<file path="config.mk">
export PLATFORM = sky130hd
export DESIGN_NAME = mfe_led7seg_bin2seg
export DESIGN_NICKNAME = d
export VERILOG_FILES = /design/src/rtl/mfe_led7seg_bin2seg.sv
export SDC_FILE = /design/constraint.sdc
export NUM_CORES = 1
export LEC_CHECK = 0
export ABC_AREA = 1
export CORE_MARGIN = 2
export CORE_UTILIZATION = 52
export CTS_CLUSTER_DIAMETER = 30
export DETAILED_ROUTE_END_ITERATION = 10
export PLACE_DENSITY = 0.8
export SYNTH_ARGS = -nofsm -noshare
export SYNTH_HDL_FRONTEND = slang
export SYNTH_SLANG_ARGS = --single-unit
</file>
<file path="constraint.sdc">
create_clock -name clk -period 1.66 [get_ports clk]
set_input_delay 0.249 -clock clk [delete_from_list [all_inputs] [get_ports clk]]
set_output_delay 0.249 -clock clk [all_outputs]
set_load 0.05 [all_outputs]
</file>
<file path="src/rtl/mfe_led7seg_bin2seg.sv">
// Binary-to-7-segment frame builder: serial double-dabble BCD
// conversion, one bit per clock, then active-low segment encoding.
//
// Ports:
//   clk      in   system clock, rising edge
//   rst      in   asynchronous active-low reset
//   bin      in   BIN_WIDTH  unsigned value to display
//   dp       in   DIG_NUM    decimal point per digit (1 = lit)
//   bin_vld  in   bin/dp valid
//   bin_rdy  out  idle, can accept a new value
//   dat      out  DIG_NUM*SEG_NUM frame, digit i in dat[8i+7:8i]
//   vld      out  1-cycle pulse, dat updated this cycle
//   ovf      out  last frame did not fit in DIG_NUM digits
//
// Build option MFE_LED7SEG_LZB_EN: leading-zero blanking.

module mfe_led7seg_bin2seg #(
    parameter int DIG_NUM   = 8,
    parameter int SEG_NUM   = 8,
    parameter int BIN_WIDTH = 27
) (
    input  logic                       clk,
    input  logic                       rst,
    input  logic [BIN_WIDTH-1:0]       bin,
    input  logic [DIG_NUM-1:0]         dp,
    input  logic                       bin_vld,
    output logic                       bin_rdy,
    output logic [DIG_NUM*SEG_NUM-1:0] dat,
    output logic                       vld,
    output logic                       ovf
);

    // Three spare nibbles above the displayed digits catch values
    // that do not fit; r_lost covers anything shifted past them.
    localparam int NIB_NUM = DIG_NUM + 3;
    localparam int BCD_W   = 4 * NIB_NUM;
    localparam int FRM_W   = DIG_NUM * SEG_NUM;
    localparam int CNT_W   = (BIN_WIDTH > 1) ? $clog2(BIN_WIDTH) : 1;

    localparam logic [CNT_W-1:0] CNT_LAST = CNT_W'(BIN_WIDTH - 1);

    localparam logic [7:0] SEG_DASH  = 8'hBF;
    localparam logic [7:0] SEG_BLANK = 8'hFF;

    typedef enum logic [1:0] {
        S_IDLE,
        S_CONV,
        S_ENC,
        S_DONE
    } state_t;

    state_t               r_state;
    state_t               w_state_nxt;

    logic [CNT_W-1:0]     r_cnt;
    logic [BIN_WIDTH-1:0] r_bin_sh;
    logic [BCD_W-1:0]     r_bcd;
    logic                 r_lost;
    logic [DIG_NUM-1:0]   r_dp;

    logic [FRM_W-1:0]     r_seg;
    logic                 r_seg_ovf;

    logic [FRM_W-1:0]     r_dat;
    logic                 r_vld;
    logic                 r_ovf;

    logic                 w_accept;
    logic                 w_last;
    logic [BCD_W-1:0]     w_bcd_adj;
    logic                 w_ovf;
    logic [FRM_W-1:0]     w_frame;
    logic [7:0]           w_dig;
`ifdef MFE_LED7SEG_LZB_EN
    logic                 w_seen;
`endif

    // Active-low a..g code, bit7 (dp) left dark.
    function automatic logic [7:0] f_seg(input logic [3:0] n);
        logic [7:0] s;
        case (n)
            4'd0:    s = 8'hC0;
            4'd1:    s = 8'hF9;
            4'd2:    s = 8'hA4;
            4'd3:    s = 8'hB0;
            4'd4:    s = 8'h99;
            4'd5:    s = 8'h92;
            4'd6:    s = 8'h82;
            4'd7:    s = 8'hF8;
            4'd8:    s = 8'h80;
            4'd9:    s = 8'h90;
            default: s = SEG_BLANK;
        endcase
        return s;
    endfunction

    assign bin_rdy = (r_state == S_IDLE);
    assign dat     = r_dat;
    assign vld     = r_vld;
    assign ovf     = r_ovf;

    // ---------------------------------------------------------
    // FSM
    // ---------------------------------------------------------
    always_ff @(posedge clk or negedge rst) begin
        if (!rst) begin
            r_state <= S_IDLE;
        end else begin
            r_state <= w_state_nxt;
        end
    end

    always_comb begin
        w_state_nxt = r_state;
        w_accept    = 1'b0;
        w_last      = 1'b0;
        unique case (r_state)
            S_IDLE: begin
                if (bin_vld) begin
                    w_accept    = 1'b1;
                    w_state_nxt = S_CONV;
                end
            end
            S_CONV: begin
                if (r_cnt == CNT_LAST) begin
                    w_last      = 1'b1;
                    w_state_nxt = S_ENC;
                end
            end
            S_ENC: begin
                w_state_nxt = S_DONE;
            end
            S_DONE: begin
                w_state_nxt = S_IDLE;
            end
            default: begin
                w_state_nxt = S_IDLE;
            end
        endcase
    end

    // ---------------------------------------------------------
    // Double-dabble correction: +3 on every nibble >= 5
    // ---------------------------------------------------------
    always_comb begin
        w_bcd_adj = r_bcd;
        for (int i = 0; i < NIB_NUM; i++) begin
            if (r_bcd[4*i +: 4] >= 4'd5) begin
                w_bcd_adj[4*i +: 4] = r_bcd[4*i +: 4] + 4'd3;
            end
        end
    end

    // ---------------------------------------------------------
    // Overflow and segment frame
    // ---------------------------------------------------------
    assign w_ovf = r_lost | (|r_bcd[BCD_W-1:4*DIG_NUM]);

    always_comb begin
        w_frame = '1;
        w_dig   = SEG_BLANK;
`ifdef MFE_LED7SEG_LZB_EN
        w_seen  = 1'b0;
`endif
        // Walk from the top digit down so blanking knows whether
        // a nonzero digit has been seen above the current one.
        for (int i = DIG_NUM - 1; i >= 0; i--) begin
`ifdef MFE_LED7SEG_LZB_EN
            w_seen = w_seen | (r_bcd[4*i +: 4] != 4'd0);
`endif
            if (w_ovf) begin
                w_dig = SEG_DASH;
            end else begin
`ifdef MFE_LED7SEG_LZB_EN
                if (!w_seen && (i != 0)) begin
                    w_dig = r_dp[i] ? 8'h7F : SEG_BLANK;
                end else begin
                    w_dig = f_seg(r_bcd[4*i +: 4]) & {~r_dp[i], 7'h7F};
                end
`else
                w_dig = f_seg(r_bcd[4*i +: 4]) & {~r_dp[i], 7'h7F};
`endif
            end
            w_frame[SEG_NUM*i +: SEG_NUM] = w_dig;
        end
    end

    // ---------------------------------------------------------
    // Datapath
    // ---------------------------------------------------------
    always_ff @(posedge clk or negedge rst) begin
        if (!rst) begin
            r_cnt     <= '0;
            r_bin_sh  <= '0;
            r_bcd     <= '0;
            r_lost    <= 1'b0;
            r_dp      <= '0;
            r_seg     <= '1;
            r_seg_ovf <= 1'b0;
            r_dat     <= '1;
            r_vld     <= 1'b0;
            r_ovf     <= 1'b0;
        end else begin
            r_vld <= 1'b0;
            unique case (r_state)
                S_IDLE: begin
                    if (w_accept) begin
                        r_bin_sh <= bin;
                        r_dp     <= dp;
                        r_bcd    <= '0;
                        r_cnt    <= '0;
                        r_lost   <= 1'b0;
                    end
                end
                S_CONV: begin
                    r_bcd    <= {w_bcd_adj[BCD_W-2:0],
                                 r_bin_sh[BIN_WIDTH-1]};
                    r_bin_sh <= {r_bin_sh[BIN_WIDTH-2:0], 1'b0};
                    r_lost   <= r_lost | w_bcd_adj[BCD_W-1];
                    // Counter parks on the last value.
                    if (!w_last) begin
                        r_cnt <= r_cnt + CNT_W'(1);
                    end
                end
                S_ENC: begin
                    r_seg     <= w_frame;
                    r_seg_ovf <= w_ovf;
                end
                S_DONE: begin
                    r_dat <= r_seg;
                    r_ovf <= r_seg_ovf;
                    r_vld <= 1'b1;
                end
                default: begin
                    r_vld <= 1'b0;
                end
            endcase
        end
    end

endmodule
</file>
# Yosys cells after proc, flatten, opt, wreduce, memory -nomap -nowiden
# Memory sizes are Yosys's and may differ from the RTL's.
# Cells that the tools add are included.
[totals]
reg_bits = 218
mem_bits_ro = 896
in_bits = 38
out_inout_bits = 67
wordCells = 119
n_memories = 8
[op_classes]
n_addsub = 12
n_lt_le_gt_ge = 11
eq_ne = 8
muxes = 44
bitwise_logic = 18
reduce_logical = 7
[mem_list]
columns = ["memory", "depth", "width", "read_ports", "rd_clocked_by_memory_dff", "wr", "line_no", "rtl"]
rows = [
  ["(name not given)", 16, 7, 1, 0, 0, "81", "case (n)"],
  ["(name not given)", 16, 7, 1, 0, 0, "81", ""],
  ["(name not given)", 16, 7, 1, 0, 0, "81", ""],
  ["(name not given)", 16, 7, 1, 0, 0, "81", ""],
  ["(name not given)", 16, 7, 1, 0, 0, "81", ""],
  ["(name not given)", 16, 7, 1, 0, 0, "81", ""],
  ["+2 memories", "-", "-", "-", "-", "-", "-", ""],
]
[op_table]
columns = ["cell", "n"]
rows = [
  ["$mux 8", 16],
  ["$pmux 44 s2", 1],
  ["$and 8x8->8", 8],
  ["$pmux 27 s2", 1],
  ["$add 4x2->4 const B", 11],
  ["$ge 4x3->1 const B", 11],
  ["$mux 4", 11],
  ["$mux 44", 1],
  ["$mux 27", 1],
  ["$reduce_or 12->1", 1],
  ["$mux 5", 2],
  ["$pmux 5 s2", 1],
  ["$not 1->1", 8],
  ["$pmux 2 s4", 1],
  ["$mux 1", 6],
  ["$ne 2x2->1 const B", 3],
  ["$reduce_and 2->1", 3],
  ["$add 5x1->5 const B", 1],
  ["$eq 5x5->1 const B", 1],
  ["$eq 2x2->1 const B", 2],
  ["$mux 2", 2],
  ["$reduce_and 3->1", 1],
  ["$eq 2x1->1 const B", 1],
  ["$logic_not 2->1", 1],
  ["other kinds (4)", 5],
]

# Depth between registers and ports, before layout
# Gate-level depths: netlist of the first run.
[logic_depth]
depth_word = 5
mapped_depth = 11
mapped_depth_nobuf = 10

# Least setup slack after synthesis of the first run
# OpenSTA, ideal clock, no wires.
[synth_path]
kind = "register to register"
startpoint = "register r_state[0]"
endpoint = "register r_bin_sh[23]"
setup_ns = 0.124
arrival_ns = 1.838
t_required_ns = 1.536
slack_ns = -0.303
path_stages_with_launch = 11
n_path_buf = 3
synth_period_minus_slack_ns = 1.963
path_cell_list = "dfrtp_1 > inv_1 > ha_1 > buf_4 > nand2_2 > nand2_2 > inv_2 > buf_6 > buf_6 > a22oi_1 > nand2_1"
[synth_via]
elab_chain_cells = 4
word_cells_on_any_way = 7
classes_between = "eq/ne: 2; mux: 2; reduce/logical: 3"
[synth_rtl]
columns = ["item", "line_no", "rtl"]
rows = [
  ["start: declaration", "52", "state_t r_state;"],
  ["start signal: assignment", "109", "r_state <= w_state_nxt;"],
  ["$logic_not 2->1 *", "-", ""],
  ["named net bin_rdy", "27", "output logic bin_rdy,"],
  ["$mux 1", "117", "unique case (r_state)"],
  ["$ne 2x1->1 (no source line)", "-", ""],
  ["$reduce_and 2->1 (no source line)", "-", ""],
  ["end signal: assignment", "208", "r_bin_sh <= bin;"],
  ["end signal: assignment", "218", "r_bin_sh <= {r_bin_sh[BIN_WIDTH-2:0], 1'b0};"],
  ["end: declaration", "56", "logic [BIN_WIDTH-1:0] r_bin_sh;"],
]
# Mark *: on every way through the listed nets, which the timed path passes. The rest lies on a longest branch.
# A chain may end at the register's enable or synchronous reset.

# Worst setup path in the final report of the first run
[layout_path]
startpoint = "register r_state[0]"
endpoint = "output port bin_rdy"
[layout_via]
elab_chain_cells = 1
[layout_rtl]
columns = ["item", "line_no", "rtl"]
rows = [
  ["$logic_not 2->1", "97", "assign bin_rdy = (r_state == S_IDLE);"],
  ["end: declaration", "27", ""],
]
# No other way between the ends.

==> flow_summary.yaml, run 1 <==
worst_setup_path:
  cp.arrival_ns: 1.37
  worstPathRequired_ns: 1.41
  r2r-start: "r_bcd[12]"
  cp_max_fo: 4
  cp-start-kind: "flip-flop"
  critPathCaptureType: "output port"
  criticalPathCategory: "reg -> out"
  cp-startpoint: "r_state[0]"
timing:
  finalHoldViolCount: 0
  fin_crit_ns: 1.62
  timing.fmax_ghz: 0.617
  fin_ws_ns: 0.0389
  finalCritPeriodShare_pct: 97.7
  worst_slew_pin_slew_ns: 0.479
  setup_viol: 0
  fin_worst_skew_ns: 0.0160
  drv_slew: 0
  slew-limit-headroom_pct: 68.1
synthesis:
  synth_flop_cell: "dfstp_2"
  synth_nets: 1346
  synth.most_common_cell: "nand2_1"
  yosysSeqAreaShare_pct: 50.3
  ys_top_cells_by_count: "nand2_1 (269), inv_1 (134), dfstp_2 (128), nor2_1 (128), o21ai_0 (95)"
  synth_area_um2: 11200
  synth-async-reset-ratio_pct: 100
  yosysTopAreaCell: "dfstp_2"
  syn_inst: 1246
  ys_seq_elements: 218
  syn_area_per_cell_um2: 8.97
  synth.area.top_cells: "dfstp_2 (30%), dfrtp_1 (20%), nand2_1 (9.0%)"
  synth_edf_count: 0
  yosys_warnings: 0
  synth_cell_types: 36
  synth_top_area_share_pct: 30.1
drt:
  drt-wirelength-per-cell_um: 15.8
  drt-pass1-iter-count: 6
  num_vias: 9183
  wirelength_mm: 26.8
  via_per_inst: 5.42
  antenna_left: 0
  drt_iter0_markers: 657
  route.detailed.drc: 0
power:
  power_density_nw_per_um2: 2280
  leakage_nw: 7.10
  p_total_w: 0.0340
  ir_drop_uv: 1080
global_routing:
  grt_max_degree: 55
  antenna_found_initial: 0
  grt_pass1_wl_mm: 44.5
  grt_pass1_vias: 9294
  grt_usage_pct: 24.1
  overflow: 0
final_layout:
  fin_nets: 1487
  area_growth_syn_to_layout_pct: 33.4
  n_antenna_cell: 0
  fillers: 1372
  post-route-util_pct: 70.7
  instances_no_fill: 1694
  layout-drive-gt1-share_pct: 28.8
place:
  gp_congestion: 0.880
  port_buffers: 104
  place_ws_ns: 0.0423
  dp.cells: 1615
  hpwl_mm: 16.7
floorplan:
  initial_core_util_pct: 53.0
  die_h_um: 151
  die_w_um: 151
  fp.dieArea_um2: 22700
  core_area_um2: 21100
  io_pins: 105
  rows: 53
worst_hold_path:
  hold_class: "in -> async"
clock_network:
  root_buffer: "clkbuf_16"
  cts_tree: "done"
  numCtsBuffers: 41
  clkSinkCount: 218
  clkTransAtPathRegs_ns: 0.05
  cts_htree_levels: 2
  insertion_delay_ns: 0.52
  cts_max_path_buffers: 3
run_status:
  status: "completed"
job:
  drv_cap: 0
[cells by family after synthesis]
family / count (synthesis) / synth area share (%)
AND/OR/NAND/NOR: 540 / 21.0
flip-flops: 218 / 50.3
buffers and inverters: 189 / 7.36
AO/OA/AOI/OAI: 183 / 9.21
adder cells (fa/ha/maj): 62 / 6.94
multiplexers: 50 / 4.95
XOR/XNOR: 4 / 0.314
[per-layer routing]
layer  track usage, %  part of all wire (%)
met1             31.2                    42
met2             40.1                    50
met3             5.00                   5.6
met4             8.74                   3.2
met5                0                     0
[cell usage in the layout (no fill, tap or decap), drive strengths merged, types with 42 or more instances in the layout]
master and count:
mux2 42, dfrtp 90, nor2 150, dfstp 128, buf 106, nand3 92, clkbuf 53, o21ai 100
inv 145, nand2 275, ha 62
[sequential cells by signal (all words and copies together) (netlist names)]
register and cells:
dat 64, ovf 1, r_bcd 44, r_bin_sh 27
r_cnt 5, r_dp 8, r_lost 1, r_seg 64
r_seg_ovf 1, r_state 2, vld 1
[critical path, stage by stage, from the launching register on]
cell and delay [ns]:
dfrtp_2 0.45, inv_2 0.10, ha_4 0.17, buf_12 0.14
[power by group]
group	switching (W)	internal (W)	leakage (nW)
clock	0.00282	0.00566	0.703
combinational	0.00852	0.00656	3.88
sequential	0.00173	0.00874	2.52
[final cells by class]
| cell class | instances | area [um2] | area share (%) |
|---|---|---|---|
| multi-input cells | 839 | 4780 | 32.0 |
| flip-flops and latches | 218 | 5630 | 37.7 |
| inverters | 142 | 533 | 3.58 |
| well taps | 275 | 344 | 2.31 |
| repair buffers | 145 | 2200 | 14.8 |
| clock buffers | 51 | 1130 | 7.61 |
| clock inverters | 24 | 293 | 1.96 |
[through the flow]
stage                     area [um2]  hold WS, ns  TNS, ns
after floorplan                11200      -0.0466        0
after global placement         13400        0.173        0
after detailed placement       13400        0.178        0
after CTS                      14900        0.216        0
after global routing           14900        0.229   -0.114
final                          14900        0.220        0
[timing repair]
| item | in CTS | in global routing |
|---|---|---|
| cloned | 0 | 1 |
| hold buffers | 1 | 0 |
| resized for setup | 3 | 26 |
| setup buffers | 2 | 0 |
| endpoints found under the setup margin | 5 | 95 |
| pin swaps | 2 | 3 |
| endpoints found under the hold margin | 93 | 0 |
[worst paths after layout]
| path | to | slack (ns) | cells after the start |
|---|---|---|---|
| max in group asynchronous | dat[2] | 0.81 | 3 |
| setup reg to reg | r_bcd[15] | 0.05 | 7 |
| hold / removal | r_bcd[15] | 0.22 | 2 |
| hold reg to reg | dat[17] | 0.47 | 2 |
| min in group clk | r_dp[4] | 0.32 | 3 |
| setup / recovery | bin_rdy | 0.04 | 3 |
(Power assumes the default switching activity.)
==> inputs of run 2 (changes only) <==
Settings changed: CORE_MARGIN 2 to 4, SETUP_SLACK_MARGIN set to 0.3.
==> flow_summary.yaml, run 2 (synthesized netlist as in run 1, its figures left out) <==
run_status:
  status: "finished with violations"
  violations: "DRC, setup timing"
floorplan:
  initial_core_util_pct: 53.0
  fp.dieArea_um2: 23900
  die_w_um: 155
  die_h_um: 155
  rows: 53
  io_pins: 105
  core_area_um2: 21100
power:
  leakage_nw: 8.61
  power.share.switching_pct: 43.2
  p_sw_w: 0.0210
  p_comb_share_pct: 55.0
  p_seq_share_pct: 23.0
  p_total_w: 0.0486
  p_clk_share_pct: 22.0
  internal-power_w: 0.0276
  power_density_nw_per_um2: 2580
  ir_drop_uv: 1830
global_routing:
  grt_usage_pct: 32.0
  grt_pass1_wl_mm: 60.8
  grt_pass1_vias: 11200
  grt_max_degree: 42
  antenna_found_initial: 1
  overflow: 0
final_layout:
  layout-drive-gt1-share_pct: 53.6
  mostFrequentLayoutCells: "nand2_1 (213), dfstp_2 (128), inv_1 (110)"
  area_growth_syn_to_layout_pct: 68.5
  fillers: 662
  mostFrequentLayoutCell: "nand2_1"
  n_antenna_cell: 0
  fin_nets: 1624
worst_setup_path:
  crit_top_cell: "buf_6"
  critPathCaptureType: "flip-flop"
  crit_family: "compound AO/OA/AOI/OAI gates"
  ff2ff_path_depth: 11
  worstPathRequired_ns: 2.05
  slowest_delay_ns: 0.40
  cp_max_fo: 4
  path_buf_inv: 5
  path_depth: 11
  path_cells: "inv_2, buf_6, ha_4, buf_6, nand2_8, nand2_8, buf_6, buf_8, a21oi_2, o21ai_1, o21ai_1"
  r2r-start: "r_state[1]"
  r2r_end: "r_bcd[7]"
  cp.arrival_ns: 2.61
  criticalPathCategory: "reg -> reg"
  cp-startpoint: "r_state[1]"
  critPathSlowestCell: "o21ai_1"
  crit_end: "r_bcd[7]"
  rrSetupSlack_ns: -0.56
  cp-start-kind: "flip-flop"
place:
  port_buffers: 104
  gp_congestion: 0.892
  place_ws_ns: 0.0109
  hpwl_mm: 17.0
clock_network:
  insertion_delay_ns: 0.58
  cts_tree: "done"
  clkSinkCount: 218
  clkTransAtPathRegs_ns: 0.06
  numCtsBuffers: 47
  cts_max_path_buffers: 3
  root_buffer: "clkbuf_16"
  cts_htree_levels: 2
timing:
  drv_slew: 0
  fin_ws_ns: -0.555
  worst_slew_pin_slew_ns: 0.768
  finalCritPeriodShare_pct: 133
  fin_crit_ns: 2.22
  fin_worst_skew_ns: 0.0205
  rsz0062_at_grt: "true"
  setup_viol: 144
  fin_setup_tns_ns: -18.27
  finalHoldViolCount: 0
  slew-limit-headroom_pct: 48.2
  timing.fmax_ghz: 0.451
  holdWs_ns: 0.201
drt:
  route.detailed.drc: 36
  drt-pass1-iter-count: 11
  num_vias: 12600
  drt_iter0_markers: 2152
  via_per_inst: 6.88
  drt-wirelength-per-cell_um: 31.0
  wirelength_mm: 57.0
  antenna_left: 0
job:
  drv_cap: 0
worst_hold_path:
  hold_class: "in -> async"
-- run 2: cell types whose count changed in the layout (fill, tap and decap cells not counted), sizes merged --
cell,delta
buf,+119
bufbuf,+2
clkbuf,+12
bufinv,+5
clkinvlp,+3
clkinv,+4
inv,-1
-- run 2: worst min path at each step --
| stage | startpoint | to | slack [ns] |
|---|---|---|---|
| 2_1_floorplan | rst | ovf | -0.05 |
| 3_3_place_gp | rst | r_bcd[13] | 0.22 |
| 3_5_place_dp | rst | r_bcd[17] | 0.22 |
| 4_1_cts | rst | r_bcd[18] | 0.24 |
| 5_1_grt | rst | r_bcd[21] | 0.22 |
| 6_report | rst | r_bcd[18] | 0.20 |
-- run 2: per-layer routing --
layer	wire length [um]	GRT usage (%)	part of all wire [%]	up-vias
met3	7800	9.21	14	626
met2	25000	53.4	44	1420
met5	0	0	0	-
met1	18000	36.9	31	5963
met4	6300	18.2	11	0
li1	-	-	-	4637
-- run 2: repair_timing --
| action | CTS | global route |
|---|---|---|
| hold buffers | 1 | 0 |
| pin swaps | 15 | 67 |
| buffers inserted | 33 | 53 |
| resized for setup | 119 | 385 |
| setup endpoints to repair | 233 | 284 |
| hold endpoints to repair | 32 | 0 |
| cloned | 27 | 12 |
-- run 2: final cells by class --
cell class / count / area, um2 / area share (%)
Multi-Input combinational cell: 839 / 6310 / 33.5
Timing Repair inverter: 1 / 16.3 / 0.0864
Timing Repair Buffer: 275 / 4220 / 22.4
Sequential cell: 218 / 5630 / 29.9
Inverter: 142 / 557 / 2.96
Clock buffer: 54 / 1250 / 6.65
Tap cell: 275 / 344 / 1.83
Clock inverter: 34 / 493 / 2.62
-- run 2: power by group through the flow --
| stage | sequential [W] | clock (W) | combinational [W] |
|---|---|---|---|
| 2_1_floorplan | 0.0126 | 0 | 0.00693 |
| 3_3_place_gp | 0.0105 | 0 | 0.0146 |
| 3_5_place_dp | 0.0106 | 0 | 0.0150 |
| 4_1_cts | 0.0106 | 0.0102 | 0.0192 |
| 5_1_grt | 0.0112 | 0.0110 | 0.0272 |
| 6_report | 0.0112 | 0.0107 | 0.0267 |
-- run 2: metrics by stage --
step	instances	util [%]	instance area [um2]
after detailed placement	1624	64.6	13600
final	1838	89.3	18800
after CTS	1773	79.7	16800
after global routing	1838	89.3	18800
after floorplan	1246	-	11500
after global placement	1624	64.6	13600
